File: config.mk
export PLATFORM = sky130hd
export DESIGN_NAME = uart_tx_arbiter
export DESIGN_NICKNAME = d
export VERILOG_FILES = /design/src/rtl/uart_ctrl_pkg.sv /design/src/rtl/rr_arbiter.sv /design/src/rtl/uart_tx_arbiter.sv
export SDC_FILE = /design/constraint.sdc
export NUM_CORES = 1
export LEC_CHECK = 0
export BUFFER_PORTS_ARGS = -buffer_cell sky130_fd_sc_hd__buf_4
export CAP_MARGIN = 20
export CORE_MARGIN = 4
export CORE_UTILIZATION = 50
export DETAILED_ROUTE_END_ITERATION = 8
export PLACE_DENSITY = 0.79
export SYNTH_ARGS = -nofsm -noshare
export SYNTH_HDL_FRONTEND = slang
export SYNTH_HIERARCHICAL = 1
export SYNTH_SLANG_ARGS = --single-unit
File: constraint.sdc
create_clock -name clk -period 2.4 [get_ports clk]
set_input_delay 0.24 -clock clk [delete_from_list [all_inputs] [get_ports clk]]
set_output_delay 0.24 -clock clk [all_outputs]
set_load 0.05 [all_outputs]
File: src/rtl/uart_ctrl_pkg.sv
// uart_ctrl_pkg: shared state type and data width for the uart controller
package uart_ctrl_pkg;
  localparam int UART_DATA_W = 4;
  typedef enum logic [2:0] {ST_IDLE, ST_LAUNCH, ST_WAIT_START, ST_WAIT_DONE, ST_END} state_t;
endpackage

File: src/rtl/rr_arbiter.sv
// rr_arbiter: combinational round-robin picker, first set req bit at or after ptr wins
module rr_arbiter #(
  parameter int N = 4
) (
  input  logic [N-1:0]         req,
  input  logic [$clog2(N)-1:0] ptr,
  output logic [$clog2(N)-1:0] winner,
  output logic                 any_valid
);
  localparam int PW = $clog2(N);
  int idx;
  always_comb begin
    winner = '0;
    any_valid = |req;
    idx = 0;
    for (int i = N - 1; i >= 0; i--) begin
      idx = int'(ptr) + i;
      idx = (idx >= N) ? idx - N : idx;
      winner = req[PW'(idx)] ? PW'(idx) : winner;
    end
  end
endmodule

File: src/rtl/uart_tx_arbiter.sv
// uart_tx_arbiter: round-robin sharing of one uart transmitter among N_REQ requesters
module uart_tx_arbiter
  import uart_ctrl_pkg::*;
#(
  parameter int N_REQ         = 4,
  parameter int DATA_W        = UART_DATA_W,
  parameter int START_TIMEOUT = 16
) (
  input  logic                      clk,
  input  logic                      rstn,
  input  logic [N_REQ-1:0]          req_i,
  input  logic [N_REQ*DATA_W-1:0]   req_data_i,
  output logic [N_REQ-1:0]          grant_o,
  output logic [N_REQ-1:0]          done_o,
  output logic                      err_o,
  output logic                      busy_o,
  output logic [DATA_W-1:0]         data_in,
  output logic                      data_en,
  input  logic                      tx_busy
);
  localparam int PW = $clog2(N_REQ);
  localparam int CW = $clog2(START_TIMEOUT + 1);
  state_t            state;
  logic [PW-1:0]     ptr, winner, pick;
  logic [CW-1:0]     cnt;
  logic              any_valid, timeout, fin;
  logic [DATA_W-1:0] words [N_REQ];
  rr_arbiter #(.N(N_REQ)) u_rr (
    .req       (req_i),
    .ptr       (ptr),
    .winner    (pick),
    .any_valid (any_valid)
  );
  always_comb begin
    for (int k = 0; k < N_REQ; k++) words[k] = req_data_i[k*DATA_W +: DATA_W];
  end
  assign timeout = (state == ST_WAIT_START) && !tx_busy && (cnt == CW'(START_TIMEOUT - 1));
  assign fin     = timeout || ((state == ST_WAIT_DONE) && !tx_busy);
  always_ff @(posedge clk or negedge rstn) begin
    if (!rstn) begin
      state   <= ST_IDLE;
      ptr     <= '0;
      winner  <= '0;
      cnt     <= '0;
      grant_o <= '0;
      done_o  <= '0;
      err_o   <= 1'b0;
      busy_o  <= 1'b0;
      data_in <= '0;
      data_en <= 1'b0;
    end else begin
      case (state)
        ST_IDLE: if (any_valid && !tx_busy) begin
          winner  <= pick;
          data_in <= words[pick];
          grant_o <= N_REQ'(1) << pick;
          busy_o  <= 1'b1;
          state   <= ST_LAUNCH;
        end
        ST_LAUNCH: begin
          data_en <= 1'b1;
          cnt     <= '0;
          state   <= ST_WAIT_START;
        end
        ST_WAIT_START: begin
          data_en <= 1'b0;
          if (tx_busy) state <= ST_WAIT_DONE;
          else if (!timeout) cnt <= cnt + 1'b1;
        end
        ST_WAIT_DONE: ;
        ST_END: begin
          done_o <= '0;
          err_o  <= 1'b0;
          busy_o <= 1'b0;
          state  <= ST_IDLE;
        end
        default: state <= ST_IDLE;
      endcase
      if (fin) begin
        done_o  <= N_REQ'(1) << winner;
        err_o   <= timeout;
        grant_o <= '0;
        ptr     <= (winner == PW'(N_REQ - 1)) ? '0 : winner + 1'b1;
        state   <= ST_END;
      end
    end
  end
endmodule
==> results.yml <==
power_and_ir_drop:
  comb_power_share: 0.545
  p_sw_frac: 0.4681
  totalPowerFinal_mw: 2.188
  clockPowerShare: 0.089
  power.switching_mw: 1.024
  p_leak_nw: 0.8461
  ir_drop_mv: 0.9431
  internal-power_mw: 1.164
  power.share.sequential: 0.365
  p_per_area_nw_per_um2: 1216
logic_synthesis:
  ys_seq_area_frac: 0.4675
  yosysUniqueCellTypes: 38
  syn_nets: 162
  synth_area_um2: 1445
  yosysWarnings: 6
  syn_inst: 133
  synth_compound_area_frac: 0.1463
  async_flop_share: 1.000
  synth_top_family_by_area: "simple AND/OR/NAND/NOR gates"
  synthSimpleGateAreaFrac: 0.1584
  synth_top_flop_cell: "dfrtp_1"
  synth_seq_cells: 27
  synth_edf_count: 0
  synth_fa_ha_area_frac: 0.05195
  synthMuxAreaShare: 0.1299
  synth_xor_area_frac: 0
  avgSynthCellArea_um2: 10.87
cells_and_area:
  area_delta_synth_final_pct: 24.50
  postLayoutCellArea_um2: 1799
  drive_above_1_share: 0.3179
  num-nets-final: 203
  antennaDiodeCount: 0
detailed_routing:
  wire_per_inst_um: 16.03
  drc_errors: 0
  ant_nets: 0
  routed_wl_um: 3271
  via_per_inst: 5.779
  drtIter0Drc: 64
  vias: 1179
  dr.pass1.iters: 4
sta:
  setup_viol: 0
  fin_tns_setup_ns: 0
  tightest_slew_ns: 0.4512
  holdWs_ns: 0.2114
  max_clock_freq_ghz: 0.4716
  hold_viol_final: 0
  slew_viol_final: 0
  final.min_clock_period_ns: 2.120
  skew_ns: 0.003998
  slew_headroom: 0.6992
  worst_slack_ns: 0.2797
  rsz0062_at_grt: "no"
  timing.final.crit_share: 0.8835
setup_path:
  path_class: "reg -> reg"
  crit_path_end_kind: "flip-flop"
  setup.worst_path.start_class: "flip-flop"
  worst_ep_arrival_time_ns: 2.34
  crit_fanout: 8
  cp.required_ns: 2.62
clock_network:
  cts_setup_buffers: 0
  cts_buffer_depth: 2
  clkSinkCount: 27
  htreeDepth: 1
  clkLatencyLatePin_ns: 0.32
  cts-root-buf: "clkbuf_4"
  numCtsBuffers: 3
  cts.clk_slew.worst_paths_ns: 0.14
  cts_tree: "done"
floorplan:
  die_area_um2: 3814
  ios: 38
  num_rows: 19
  fp.dieH_um: 61.76
  core_area_um2: 2758
  initial_core_util: 0.5240
  die_x_um: 61.76
global_route:
  grt_max_degree: 28
  antenna_found_initial: 0
  grt.total_usage: 0.1881
  grt_pass1_wl_um: 5237
  grt_overflow_total: 0
  grt_pass1_vias: 1161
status:
  status: "finished, final reports clean"
min_path:
  hp-class: "in -> reg"
flow_run:
  cap_violations: 0
place:
  port_buffers: 37
  pre_cts_slack_ns: 0.3023
  place_hpwl_um: 2580
  place.gp.congestion: 0.7524
  placed_area_um2: 1763
[stage by stage]
step	std cells	utilization
global placement	199	0.6393
finish	204	0.6525
detailed placement	199	0.6393
CTS	204	0.6525
global route	204	0.6525
floorplan	133	-
[per-layer routing]
layer  vias up  part of all wire  global-route usage
li1        556                 -                   -
met1       599              0.38              0.2268
met2        20              0.57              0.3303
met3         4             0.031             0.02893
met4         0             0.014             0.08485
met5         -                 0                   0
[power by group through the flow]
stage	Clock, mW	Combinational [mW]	Sequential, mW
finish	0.195	1.19	0.800
global route	0.228	1.29	0.832
CTS	0.205	1.21	0.800
detailed placement	0	1.20	0.809
global placement	0	1.16	0.798
floorplan	0	0.540	1.10
[Yosys cell counts (2+ instances only)]
master | count | area [um^2]
a21oi_1 | 5 | 25.02
nand2b_1 | 3 | 18.77
mux4_2 | 4 | 90.09
nand2_1 | 10 | 37.54
o211ai_1 | 2 | 15.01
o21ai_1 | 7 | 35.03
nor2_1 | 10 | 37.54
clkbuf_1 | 2 | 7.510
a32o_1 | 3 | 30.03
o21ai_0 | 3 | 15.01
o22ai_1 | 2 | 12.51
mux2i_1 | 3 | 30.03
nor3b_2 | 2 | 25.02
nand3_1 | 7 | 35.03
ha_1 | 6 | 75.07
inv_1 | 9 | 33.78
buf_2 | 2 | 10.01
mux2_1 | 6 | 67.56
and2_1 | 2 | 12.51
dfrtp_1 | 27 | 675.7
[repair_timing]
| action | in CTS | in global routing |
|---|---|---|
| hold buffers | 1 | 0 |
| endpoints found under the hold margin | 27 | 0 |
| gates resized for setup | 0 | 0 |
[worst max-delay path: stages (launching register included)]
cell and delay (ns):
dfrtp_1 0.43, ha_1 0.21, and3_1 0.18, ha_1 0.22
or2_0 0.34, and2_1 0.28, mux2_1 0.34
[registers in the layout, indices dropped and copies added (netlist names), 2 cells and up]
register  count
done_o        4
grant_o       4
ptr           2
winner        2
cnt           5
state         3
data_in       4
[area by class of cell]
| class | instances | area [um^2] |
|---|---|---|
| Tap cell | 31 | 38.79 |
| Inverter | 10 | 37.54 |
| Fill cell | 231 | 958.4 |
| Timing Repair Buffer | 42 | 317.8 |
| Multi-Input combinational cell | 90 | 703.2 |
| Clock buffer | 4 | 26.28 |
| Sequential cell | 27 | 675.6 |
[cells in the final DEF (no fill, tap or decap), drive strengths merged, types with 2 or more instances in the layout]
cell type / Yosys / final
a211oi: 2 / 2
inv: 9 / 9
o22ai: 2 / 2
mux4: 4 / 4
nor3b: 3 / 3
o21ai: 10 / 10
a21oi: 5 / 5
nor2: 10 / 10
mux2i: 3 / 3
nand3: 7 / 7
o311ai: 2 / 2
ha: 6 / 6
nand2: 10 / 10
and2: 2 / 2
a32o: 3 / 3
dfrtp: 27 / 27
buf: 4 / 41
o211ai: 2 / 2
mux2: 6 / 6
nand2b: 4 / 4
clkbuf: 2 / 4
[cell families after synthesis]
logic type	Yosys count
AND/OR/NAND/NOR	41
AO/OA/AOI/OAI	30
flip-flops	27
buffers and inverters	16
multiplexers	13
adder cells (fa/ha/maj)	6
[worst paths after layout]
kind / from / end / slack [ns] / cells past startpoint
hold reg to reg: busy_o / busy_o / 0.50 / 1
setup / recovery: cnt[0] / ptr[1] / 0.28 / 6
min in group asynchronous: rstn / done_o[1] / 0.35 / 2
setup reg to reg: cnt[0] / ptr[1] / 0.28 / 6
max in group asynchronous: rstn / done_o[2] / 1.81 / 2
hold / removal: tx_busy / state[0] / 0.21 / 3
Note: power is estimated with default switching activity, not from simulation.
